==> config.mk <==
export PLATFORM = sky130hd
export DESIGN_NAME = zedcam_pixel_capture
export DESIGN_NICKNAME = d
export VERILOG_FILES = /design/src/rtl/zedcam_pkg.sv /design/src/rtl/zedcam_out_fifo.sv /design/src/rtl/zedcam_pixel_capture.sv
export SDC_FILE = /design/constraint.sdc
export NUM_CORES = 1
export LEC_CHECK = 0
export CORE_ASPECT_RATIO = 2
export CORE_UTILIZATION = 51
export DETAILED_ROUTE_END_ITERATION = 6
export PLACE_DENSITY = 0.74
export SLEW_MARGIN = 20
export SYNTH_ARGS = -nofsm -noshare
export SYNTH_HDL_FRONTEND = slang
export SYNTH_HIERARCHICAL = 1
export SYNTH_SLANG_ARGS = --single-unit
export TNS_END_PERCENT = 10
==> constraint.sdc <==
create_clock -name ACLK -period 1.8 [get_ports ACLK]
set_input_delay 0.18 -clock ACLK [delete_from_list [all_inputs] [get_ports ACLK]]
set_output_delay 0.18 -clock ACLK [all_outputs]
set_load 0.03 [all_outputs]
==> src/rtl/zedcam_pkg.sv <==
// Shared definitions for the ZedCam camera capture front end.
// Contents: capture FSM state encoding, pixel/word geometry and the
// output buffer entry layout {tuser, tlast, tdata}.
package zedcam_pkg;

    localparam int PIX_W          = 16;
    localparam int WORD_W         = 32;
    localparam int BYTES_PER_WORD = 4;
    localparam int BPW_W          = $clog2(BYTES_PER_WORD);

    typedef enum logic [1:0] {
        ST_IDLE       = 2'd0,
        ST_WAIT_VSYNC = 2'd1,
        ST_CAPTURE    = 2'd2,
        ST_DONE       = 2'd3
    } cap_state_e;

    typedef struct packed {
        logic              tuser;
        logic              tlast;
        logic [WORD_W-1:0] tdata;
    } out_entry_t;

endpackage

==> src/rtl/zedcam_out_fifo.sv <==
// Synchronous output buffer for packed camera words, presented as an
// AXI4-Stream source.
// Ports: clk/rst_n (async active-low), push + push_entry (write side, a
// push while full is accepted only if a pop happens in the same cycle),
// full/empty flags, out_tdata/out_tvalid/out_tready/out_tlast/out_tuser.
module zedcam_out_fifo
    import zedcam_pkg::*;
#(
    parameter int DEPTH = 2
) (
    input  logic              clk,
    input  logic              rst_n,
    input  logic              push,
    input  out_entry_t        push_entry,
    output logic              full,
    output logic              empty,
    output logic [WORD_W-1:0] out_tdata,
    output logic              out_tvalid,
    input  logic              out_tready,
    output logic              out_tlast,
    output logic              out_tuser
);

    localparam int            AW      = (DEPTH > 1) ? $clog2(DEPTH) : 1;
    localparam logic [AW:0]   DEPTH_C = (AW + 1)'(DEPTH);

    out_entry_t    mem_q [DEPTH];
    logic [AW-1:0] wr_ptr_q, wr_ptr_d;
    logic [AW-1:0] rd_ptr_q, rd_ptr_d;
    logic [AW:0]   count_q, count_d;
    logic          pop;
    logic          wr_en;
    out_entry_t    head;

    assign full  = (count_q == DEPTH_C);
    assign empty = (count_q == '0);
    assign pop   = ~empty & out_tready;
    assign wr_en = push & (~full | pop);
    assign head  = mem_q[rd_ptr_q];

    // The bus reads as zero while empty so no stale entry is ever visible.
    assign out_tvalid = ~empty;
    assign out_tdata  = empty ? '0 : head.tdata;
    assign out_tlast  = ~empty & head.tlast;
    assign out_tuser  = ~empty & head.tuser;

    always_comb begin
        wr_ptr_d = wr_ptr_q;
        rd_ptr_d = rd_ptr_q;
        count_d  = count_q;
        if (wr_en) wr_ptr_d = wr_ptr_q + AW'(1);
        if (pop)   rd_ptr_d = rd_ptr_q + AW'(1);
        case ({wr_en, pop})
            2'b10:   count_d = count_q + (AW + 1)'(1);
            2'b01:   count_d = count_q - (AW + 1)'(1);
            default: count_d = count_q;
        endcase
    end

    always_ff @(posedge clk or negedge rst_n) begin
        if (!rst_n) begin
            wr_ptr_q <= '0;
            rd_ptr_q <= '0;
            count_q  <= '0;
        end else begin
            wr_ptr_q <= wr_ptr_d;
            rd_ptr_q <= rd_ptr_d;
            count_q  <= count_d;
        end
    end

    always_ff @(posedge clk) begin
        if (wr_en) mem_q[wr_ptr_q] <= push_entry;
    end

endmodule

==> src/rtl/zedcam_pixel_capture.sv <==
// ZedCam camera front end: samples an OV7670-style parallel bus in the
// ACLK domain, packs RGB565 pixels two per 32-bit word and streams them
// out with start-of-frame (tuser) and end-of-line (tlast) markers.
// Ports: ACLK/ARESETN (async active-low); cam_pclk/cam_href/cam_vsync/
// cam_data (camera bus, sampled as data); ctrl_enable/ctrl_single/
// ctrl_clear (control register); out_t* (AXI4-Stream master);
// stat_* (frame/line counters, busy, sticky overflow and format errors).
module zedcam_pixel_capture
    import zedcam_pkg::*;
#(
    parameter int MAX_COLS    = 640,
    parameter int MAX_ROWS    = 480,
    parameter int SYNC_STAGES = 2,
    parameter int FIFO_DEPTH  = 2
) (
    input  logic                            ACLK,
    input  logic                            ARESETN,
    input  logic                            cam_pclk,
    input  logic                            cam_href,
    input  logic                            cam_vsync,
    input  logic [7:0]                      cam_data,
    input  logic                            ctrl_enable,
    input  logic                            ctrl_single,
    input  logic                            ctrl_clear,
    output logic [WORD_W-1:0]               out_tdata,
    output logic                            out_tvalid,
    input  logic                            out_tready,
    output logic                            out_tlast,
    output logic                            out_tuser,
    output logic [15:0]                     stat_frame_count,
    output logic [$clog2(MAX_ROWS+1)-1:0]   stat_line_count,
    output logic                            stat_busy,
    output logic                            stat_overflow,
    output logic                            stat_fmt_err
);

    localparam int                LC_W   = $clog2(MAX_ROWS + 1);
    localparam logic [LC_W-1:0]   LC_MAX = LC_W'(MAX_ROWS);
    // Byte-in-line counter; it wraps, and only its low bits select the
    // byte lane and line parity, so long lines are never truncated.
    localparam int                COL_W  = $clog2(2 * MAX_COLS + 1);
    localparam int                SMP_W  = 11;

    // Async-assert, sync-deassert reset release.
    logic [1:0] rst_sync_q, rst_sync_d;
    logic       rst_n;
    assign rst_sync_d = {rst_sync_q[0], 1'b1};
    assign rst_n      = rst_sync_q[1];

    always_ff @(posedge ACLK or negedge ARESETN) begin
        if (!ARESETN) rst_sync_q <= '0;
        else          rst_sync_q <= rst_sync_d;
    end

    // Input synchronisers: pclk, href, vsync and data travel together so
    // a detected pclk edge sees the byte and levels from the same sample.
    logic [SMP_W-1:0] sync_q [SYNC_STAGES];
    logic [SMP_W-1:0] smp;
    logic [2:0]       prev_q;
    logic             smp_pclk, smp_href, smp_vsync;
    logic [7:0]       smp_data;
    logic             pclk_rise, href_fall, vsync_fall, vsync_rise;

    assign smp       = sync_q[SYNC_STAGES-1];
    assign smp_pclk  = smp[10];
    assign smp_href  = smp[9];
    assign smp_vsync = smp[8];
    assign smp_data  = smp[7:0];

    assign pclk_rise  =  smp_pclk  & ~prev_q[2];
    assign href_fall  = ~smp_href  &  prev_q[1];
    assign vsync_rise =  smp_vsync & ~prev_q[0];
    assign vsync_fall = ~smp_vsync &  prev_q[0];

    always_ff @(posedge ACLK or negedge rst_n) begin
        if (!rst_n) begin
            for (int i = 0; i < SYNC_STAGES; i++) sync_q[i] <= '0;
            prev_q <= '0;
        end else begin
            sync_q[0] <= {cam_pclk, cam_href, cam_vsync, cam_data};
            for (int i = 1; i < SYNC_STAGES; i++) sync_q[i] <= sync_q[i-1];
            prev_q <= {smp_pclk, smp_href, smp_vsync};
        end
    end

    function automatic logic [WORD_W-1:0] form_word(input logic [7:0] b0, input logic [7:0] b1,
                                                    input logic [7:0] b2, input logic [7:0] b3);
        logic [PIX_W-1:0] pix0, pix1;
        pix0 = {b0, b1};
        pix1 = {b2, b3};
        return {pix1, pix0};
    endfunction

    function automatic logic [LC_W-1:0] line_inc(input logic [LC_W-1:0] v);
        return (v == LC_MAX) ? v : v + LC_W'(1);
    endfunction

    cap_state_e       state_q, state_d;
    logic [COL_W-1:0] col_q, col_d;
    logic [23:0]      byte_buf_q, byte_buf_d;
    out_entry_t       hold_q, hold_d;
    logic             hold_vld_q, hold_vld_d;
    logic             sof_q, sof_d;
    logic             drop_q, drop_d;
    logic [LC_W-1:0]  line_q, line_d;
    logic [15:0]      frame_q, frame_d;
    logic             ovf_q, ovf_d;
    logic             fmt_q, fmt_d;

    logic             capturing, byte_in;
    logic [BPW_W-1:0] col_pos;
    logic             word_vld, fifo_push, fifo_full, fifo_empty, pop;
    logic             ovf_set, fmt_set;
    out_entry_t       word;

    assign capturing = (state_q == ST_CAPTURE);
    assign byte_in   = pclk_rise & smp_href;
    assign col_pos   = col_q[BPW_W-1:0];
    assign pop       = out_tvalid & out_tready;

    always_comb begin
        state_d    = state_q;
        col_d      = col_q;
        byte_buf_d = byte_buf_q;
        hold_d     = hold_q;
        hold_vld_d = hold_vld_q;
        sof_d      = sof_q;
        drop_d     = drop_q;
        line_d     = line_q;
        frame_d    = frame_q;
        word_vld   = 1'b0;
        word       = '0;
        fmt_set    = 1'b0;
        fifo_push  = 1'b0;
        ovf_set    = 1'b0;

        // A completed word waits in the hold register until either the
        // next byte (it was not last) or href_fall (it gets tlast).
        if (capturing && byte_in) begin
            if (hold_vld_q && col_pos == '0) begin
                word_vld   = 1'b1;
                word       = hold_q;
                hold_vld_d = 1'b0;
            end
            case (col_pos)
                2'd0:    byte_buf_d[7:0]   = smp_data;
                2'd1:    byte_buf_d[15:8]  = smp_data;
                2'd2:    byte_buf_d[23:16] = smp_data;
                default: begin
                    hold_vld_d     = 1'b1;
                    hold_d.tuser   = sof_q;
                    hold_d.tlast   = 1'b0;
                    hold_d.tdata   = form_word(byte_buf_q[7:0], byte_buf_q[15:8],
                                               byte_buf_q[23:16], smp_data);
                    sof_d          = 1'b0;
                end
            endcase
            col_d = col_q + COL_W'(1);
        end

        if (capturing && href_fall) begin
            line_d = line_inc(line_q);
            col_d  = '0;
            if (col_pos != '0) begin
                // Partial word: flush zero-padded; an odd byte count is a format error.
                word_vld    = 1'b1;
                word.tuser  = sof_q;
                word.tlast  = 1'b1;
                word.tdata  = form_word(byte_buf_q[7:0],
                                        (col_pos >= 2'd2) ? byte_buf_q[15:8]  : 8'h00,
                                        (col_pos == 2'd3) ? byte_buf_q[23:16] : 8'h00,
                                        8'h00);
                sof_d       = 1'b0;
                fmt_set     = col_pos[0];
            end else if (hold_vld_q) begin
                word_vld    = 1'b1;
                word        = hold_q;
                word.tlast  = 1'b1;
                hold_vld_d  = 1'b0;
            end
        end

        // Once a word is lost the rest of the frame is discarded.
        if (word_vld && !drop_q) begin
            if (fifo_full && !pop) begin
                ovf_set = 1'b1;
                drop_d  = 1'b1;
            end else begin
                fifo_push = 1'b1;
            end
        end

        case (state_q)
            ST_IDLE: begin
                if (ctrl_enable) state_d = ST_WAIT_VSYNC;
            end
            ST_WAIT_VSYNC: begin
                if (vsync_fall) begin
                    state_d    = ST_CAPTURE;
                    line_d     = '0;
                    sof_d      = 1'b1;
                    drop_d     = 1'b0;
                    col_d      = '0;
                    hold_vld_d = 1'b0;
                end else if (!ctrl_enable) begin
                    state_d = ST_IDLE;
                end
            end
            ST_CAPTURE: begin
                if (vsync_rise) begin
                    frame_d = frame_q + 16'd1;
                    if (ctrl_single)       state_d = ST_DONE;
                    else if (!ctrl_enable) state_d = ST_IDLE;
                    else                   state_d = ST_WAIT_VSYNC;
                end
            end
            default: begin
                if (!ctrl_enable) state_d = ST_IDLE;
            end
        endcase

        ovf_d = (ovf_q & ~ctrl_clear) | ovf_set;
        fmt_d = (fmt_q & ~ctrl_clear) | fmt_set;
    end

    always_ff @(posedge ACLK or negedge rst_n) begin
        if (!rst_n) begin
            state_q    <= ST_IDLE;
            col_q      <= '0;
            hold_vld_q <= 1'b0;
            sof_q      <= 1'b0;
            drop_q     <= 1'b0;
            line_q     <= '0;
            frame_q    <= '0;
            ovf_q      <= 1'b0;
            fmt_q      <= 1'b0;
        end else begin
            state_q    <= state_d;
            col_q      <= col_d;
            hold_vld_q <= hold_vld_d;
            sof_q      <= sof_d;
            drop_q     <= drop_d;
            line_q     <= line_d;
            frame_q    <= frame_d;
            ovf_q      <= ovf_d;
            fmt_q      <= fmt_d;
        end
    end

    always_ff @(posedge ACLK) begin
        byte_buf_q <= byte_buf_d;
        hold_q     <= hold_d;
    end

    zedcam_out_fifo #(
        .DEPTH (FIFO_DEPTH)
    ) u_out_fifo (
        .clk        (ACLK),
        .rst_n      (rst_n),
        .push       (fifo_push),
        .push_entry (word),
        .full       (fifo_full),
        .empty      (fifo_empty),
        .out_tdata  (out_tdata),
        .out_tvalid (out_tvalid),
        .out_tready (out_tready),
        .out_tlast  (out_tlast),
        .out_tuser  (out_tuser)
    );

    assign stat_frame_count = frame_q;
    assign stat_line_count  = line_q;
    assign stat_busy        = (state_q == ST_WAIT_VSYNC) || (state_q == ST_CAPTURE);
    assign stat_overflow    = ovf_q;
    assign stat_fmt_err     = fmt_q;

endmodule

## Word-level counts from Yosys, hierarchy flattened

Memories as Yosys holds them, arrays and structs flattened.
Cells that the tools add are included.

| storage, ports and cells | value |
|---|---|
| bits of input ports | 17 |
| register bits | 131 |
| word-level logic and storage cells | 138 |
| memories kept | 1 |
| memory bits (writable) | 68 |
| output and inout port bits | 63 |

| operators by class | value |
|---|---|
| $lt $le $gt $ge | 1 |
| muxes and demuxes | 55 |
| bitwise operators | 22 |
| $add $sub $neg | 7 |
| reduce and logical (&&, ||, !) cells | 20 |
| equal/unequal tests | 11 |

Memories:

| memory | words | bits a word | read ports | clocked after Yosys merged registers in | wr ports | RTL line | RTL |
|---|---|---|---|---|---|---|---|
| u_out_fifo.mem_q | 2 | 34 | 1 | 0 | 1 | zedcam_out_fifo.sv:27 | `out_entry_t mem_q [DEPTH];` |

Operators by type and width:

| cell | number |
|---|---|
| 2-to-1 mux 34 bit | 5 |
| 2-to-1 mux 11 bit | 4 |
| 2-to-1 mux 9 bit | 4 |
| 2-to-1 mux 1 bit | 32 |
| 2-to-1 mux 32 bit | 1 |
| adder 16 x 1 -> 16 bit, second input constant | 1 |
| 2-to-1 mux 8 bit | 2 |
| AND reduction 2 bit | 6 |
| adder 11 x 1 -> 11 bit, second input constant | 1 |
| AND 1 bit | 11 |
| == test 2 bit, second input constant | 5 |
| 2-to-1 mux 2 bit | 5 |
| adder 9 x 1 -> 9 bit, second input constant | 1 |
| == test 9 bit, second input constant | 1 |
| inverter 1 bit | 8 |
| == test 2 x 1 -> 1 bit, second input constant | 3 |
| zero test 2 bit | 3 |
| one-hot mux 2 bit (3 select lines) | 1 |
| logical AND 1 bit | 5 |
| inequality test 2 bit, second input constant | 2 |
| one-hot mux 2 bit (2 select lines) | 1 |
| nonzero test 2 bit | 2 |
| OR 1 bit | 3 |
| OR reduction 3 bit | 1 |
| 6 further kinds | 8 |

## Longest topological paths before layout

| depth | value |
|---|---|
| depth in word-level cells | 13 |
| depth in mapped cells | 10 |
| depth with buffers taken out | 9 |

## Modules after synthesis

The synthesis kept the hierarchy.

Modules (own cells, without submodules):

| module | area an instance (sq um) | times used | cells each | seq. area each (sq um) |
|---|---|---|---|---|
| zedcam_pixel_capture | 4999.8 | 1 | 395 | 3238.1 |
| zedcam_out_fifo | 2791.4 | 1 | 166 | 2142.1 |

## Worst setup path before layout

Ideal clock, no wire load.

| path | value |
|---|---|
| kind | register -> register |
| from | register state_q[0] |
| to | memory u_out_fifo/mem_q[0][0] (netlist name) (enable) |
| library setup time | 0.425 ns |
| slack | -2.050 ns |
| data required time | 1.375 ns |
| data arrival time | 3.425 ns |
| clock period less this slack | 3.850 ns |
| path buffers | 2 |
| stages on the path, launching flop included | 10 |
| cell sequence | dfrtp_1 -> inv_1 -> ha_1 -> buf_6 -> and4b_4 -> buf_6 -> a31oi_4 -> nor3b_1 -> o21ai_2 -> nor2_1 |

| on the way | value |
|---|---|
| word-level cells in the longest chain between the ends | 11 |
| elaborated cells between the ends (all ways) | 12 |
| those cells by class | 1 x eq/ne; 7 x mux; 1 x bitwise; 3 x reduce/logical |

RTL lines:

| element | RTL line | RTL |
|---|---|---|
| start, declared | zedcam_pixel_capture.sv:98 | `cap_state_e state_q, state_d;` |
| start signal, assigned | zedcam_pixel_capture.sv:238 | `state_q <= state_d;` |
| == test 2 bit (*) | zedcam_pixel_capture.sv:116 | `assign capturing = (state_q == ST_CAPTURE);` |
| logical AND 1 bit | zedcam_pixel_capture.sv:139 | `if (capturing && byte_in) begin` |
| 2-to-1 mux 1 bit | zedcam_pixel_capture.sv:139 |  |
| 2-to-1 mux 1 bit | zedcam_pixel_capture.sv:175 | `end else if (hold_vld_q) begin` |
| 2-to-1 mux 1 bit | zedcam_pixel_capture.sv:164 | `if (col_pos != '0) begin` |
| 2-to-1 mux 1 bit (*) | zedcam_pixel_capture.sv:161 | `if (capturing && href_fall) begin` |
| logical AND 1 bit (*) | zedcam_pixel_capture.sv:184 | `if (word_vld && !drop_q) begin` |
| 2-to-1 mux 1 bit (*) | zedcam_pixel_capture.sv:184 |  |
| net fifo_push | zedcam_pixel_capture.sv:112 | `logic word_vld, fifo_push, fifo_full, fifo_empty, pop;` |
| AND 1 bit (*) | zedcam_out_fifo.sv:38 | `assign wr_en = push & (~full \| pop);` |
| 2-to-1 mux 1 bit (*) | zedcam_out_fifo.sv:73 | `if (wr_en) mem_q[wr_ptr_q] <= push_entry;` |
| 2-to-1 mux 1 bit (not written as such) (*) | zedcam_out_fifo.sv:73 |  |
| end, declared | zedcam_out_fifo.sv:27 |  |

The timed path passes the listed nets; every way through them passes the cells marked *.

## Worst setup path after layout

Same ends and word-level chain as after synthesis.

==> flow_summary.json <==
{
  "antenna_found_initial": 0,
  "dr.pass1.iters": 4,
  "timing.rr.end": "u_out_fifo/mem_q[0][0]",
  "grt_max_degree": 64,
  "wl_per_cell_um": 16.4,
  "power-per-cell-area_nw_per_um2": 1050,
  "start_util_pct": 52.3,
  "ios": 80,
  "htreeDepth": 4,
  "syn_to_final_growth_pct": 29.7,
  "hp-class": "in2reg",
  "dieArea_um2": 15800,
  "final_max_slew_viol_count": 0,
  "dr_wl_met3_um": 418,
  "fillers": 1010,
  "setup_slack_ns": -0.230,
  "synthArstFlopShare_pct": 34.2,
  "cp_max_fo": 6,
  "violations": "setup timing",
  "reg2regPathDepth": 10,
  "insertion_delay_ns": 0.43,
  "leakagePower_nw": 3.93,
  "hp-start": "cam_pclk",
  "grt_setup_unrepaired": "yes",
  "rows": 63,
  "grt-ovfl-total": 0,
  "fin_crit_ns": 2.03,
  "finalHoldViolCount": 0,
  "finalNetCount": 719,
  "period_share_pct": 113,
  "ys_ff_latch": 190,
  "setup_viol": 86,
  "startpoint_type": "flop",
  "netlist.area_leader.share_pct": 48.2,
  "drt-vias-per-instance": 5.22,
  "whs_path_depth": 1,
  "power_mw": 10.6,
  "synth-edff-count": 125,
  "avgSynthCellArea_um2": 13.9,
  "whs_endpoint": "sync_q[21]",
  "syn_nets": 590,
  "finalClockSkew_ns": 0.0100,
  "cts_buffer_depth": 2,
  "route.met2.wl_um": 8660,
  "dp.final_hpwl_um": 10200,
  "core_area_um2": 14900,
  "synthTopCellsByCount": "edfxtp_1 (125), dfrtp_1 (65), nor2_1 (50)",
  "yosys_warnings": 6,
  "crit_path_cell_trace": "inv_2 -> ha_4 -> nand3b_1 -> a21oi_2 -> a31oi_4 -> nor3b_4 -> o21ai_4 -> nor2_4 -> buf_12 -> clkbuf_16",
  "grt_usage_pct": 20.0,
  "clock-root-buffer": "clkbuf_16",
  "pwr-share-clk_pct": 33.7,
  "tritoncts": "done",
  "synth_ff_type": "edfxtp_1",
  "ys_types": 53,
  "fmax_mhz": 493,
  "place_congestion": 0.797,
  "n_antenna_cell": 0,
  "post-synth-top-count-cell": "edfxtp_1",
  "status": "finished, violations left",
  "syn_area_um2": 7790,
  "crit_path_top_delay_cell": "dfrtp_1",
  "p_comb_share_pct": 19.4,
  "grt_pass1_vias": 4776,
  "switching_share_pct": 27.5,
  "ys_seq_area_share_pct": 69.1,
  "drc_errors": 0,
  "yosysTopAreaCell": "edfxtp_1",
  "num_vias": 4690,
  "drtIter0Drc": 223,
  "clkTransAtPathRegs_ns": 0.07,
  "wl_met1_um": 5180,
  "slowest_delay_ns": 0.39,
  "clkSinkCount": 190,
  "grt_pass1_wl_um": 23300,
  "top_layer": "met4",
  "die_y_um": 177,
  "syn_inst": 561,
  "p_int_mw": 7.72,
  "wirelength_um": 14700,
  "p_seq_share_pct": 46.8,
  "critPathCaptureType": "flop",
  "die_x_um": 89.4,
  "power.switching_mw": 2.92,
  "worstSetupPathType": "reg2reg",
  "r2r-start": "state_q[0]",
  "ant_nets": 0,
  "fin_hold_ws_ns": 0.178,
  "ir_worst_vdd_mv": 0.816,
  "cp.required_ns": 1.95,
  "cp.arrival_ns": 2.18,
  "synthTopCellsByArea": "edfxtp_1 (48%), dfrtp_1 (21%), mux2i_1 (4.4%)",
  "drive_above_1_share_pct": 25.0,
  "port_buffers": 79,
  "numCtsBuffers": 17,
  "r2r_slack_ns": -0.23,
  "drv_cap": 0
}
[cells in the final DEF, fill, tap and decap left out, types with 4 or more instances in the layout]
| master | netlist | final |
|---|---|---|
| and2_4 | 0 | 5 |
| dlymetal6s2s_1 | 0 | 5 |
| dfrtp_1 | 65 | 62 |
| dlygate4sd2_1 | 0 | 4 |
| nand3_1 | 9 | 9 |
| o21ai_0 | 26 | 19 |
| nor2b_1 | 11 | 11 |
| mux2i_1 | 34 | 33 |
| and2_1 | 28 | 20 |
| inv_1 | 18 | 17 |
| nor2_1 | 50 | 35 |
| xnor2_1 | 18 | 18 |
| nor3_1 | 5 | 5 |
| edfxtp_1 | 125 | 125 |
| a21oi_2 | 0 | 6 |
| clkbuf_16 | 0 | 19 |
| o21ai_1 | 7 | 12 |
| nor2_2 | 0 | 13 |
| a21oi_1 | 34 | 28 |
| xor2_1 | 5 | 5 |
| buf_12 | 0 | 24 |
| nand2_1 | 47 | 47 |
| ha_1 | 12 | 9 |
| clkdlybuf4s50_1 | 0 | 35 |
| clkinv_4 | 0 | 4 |
| buf_4 | 5 | 51 |
[sequential cells by signal, summed over array words and instances (netlist names), 3 cells and up]
register and flops:
stat_frame_count 16, byte_buf_q 24, stat_line_count 9, prev_q 3, sync_q 11, u_out_fifo/mem_q 68, smp 11, hold_q 33
[area by class of cell]
type,instances,area (um2),share of cell area (%)
multi-input cells,333,2340,23.2
inverters,19,97.6,0.966
clock inverters,13,134,1.32
repair buffers,129,1460,14.5
flip-flops and latches,190,5380,53.3
well taps,195,244,2.41
clock buffers,19,443,4.38
[power groups by stage]
stage               Sequential, mW  Clock [mW]  Combinational, mW
detailed placement            5.08           0               1.97
global placement              5.06           0               1.91
global route                  5.01        3.83               2.22
floorplan                     5.16           0               1.24
finish                        4.99        3.59               2.07
CTS                           4.99        3.67               2.02
[metrics by stage]
stage                     std cells  instance area [um2]  setup WS, ns  utilization [%]  TNS (ns)
after floorplan                 561                 7840        -0.851                -    -82.18
after global placement          856                 9240        -0.208             62.0    -13.96
after detailed placement        856                 9240        -0.269             62.0    -19.92
after CTS                       889                 9890        -0.234             66.4    -14.84
after global routing            898                10100        -0.339             67.8    -28.63
final                           898                10100        -0.230             67.8    -13.75
[worst max path at each step]
stage	to	start	cells past startpoint	slack (ns)
2_1_floorplan	u_out_fifo/mem_q[0][0]	state_q[0]	9	-0.85
3_3_place_gp	u_out_fifo/mem_q[0][17]	state_q[0]	9	-0.21
6_report	u_out_fifo/mem_q[0][0]	state_q[0]	10	-0.23
3_5_place_dp	u_out_fifo/mem_q[0][21]	state_q[0]	9	-0.27
4_1_cts	u_out_fifo/mem_q[0][21]	state_q[0]	8	-0.23
5_1_grt	u_out_fifo/mem_q[0][0]	state_q[0]	10	-0.34
[per-layer routing]
metal	GRT usage [%]	vias up
li1	-	2254
met1	20.2	2300
met2	37.3	100
met3	3.82	36
met4	10.4	0
met5	0	-
[cells by family after synthesis]
logic type,after synthesis,share of synthesized area [%]
xor gates and xnor gates,23,2.59
and+or+nand+nor,178,12.4
adders and majority gates,12,1.93
muxes,36,4.66
AOI/OAI and AO/OA,83,6.62
other,1,0.0481
buffers and inverters,38,2.68
DFF,190,69.1
[critical path, delay by kind of cell, from the launching register on]
kind	cells	cell delay [ns]
buffers and inverters	3	0.35
adders and majority gates	1	0.13
AOI/OAI and AO/OA	3	0.38
DFF	1	0.39
and+or+nand+nor	3	0.49
[timing repair]
item                                    CTS  global route
hold buffers                              1             0
resized for setup                        28            39
endpoints found under the hold margin     2             0
cloned                                    0             3
pin swaps                                 1             6
endpoints found under the setup margin  173           234
setup buffers                             0             6
Power figures use the tool's default switching activity.
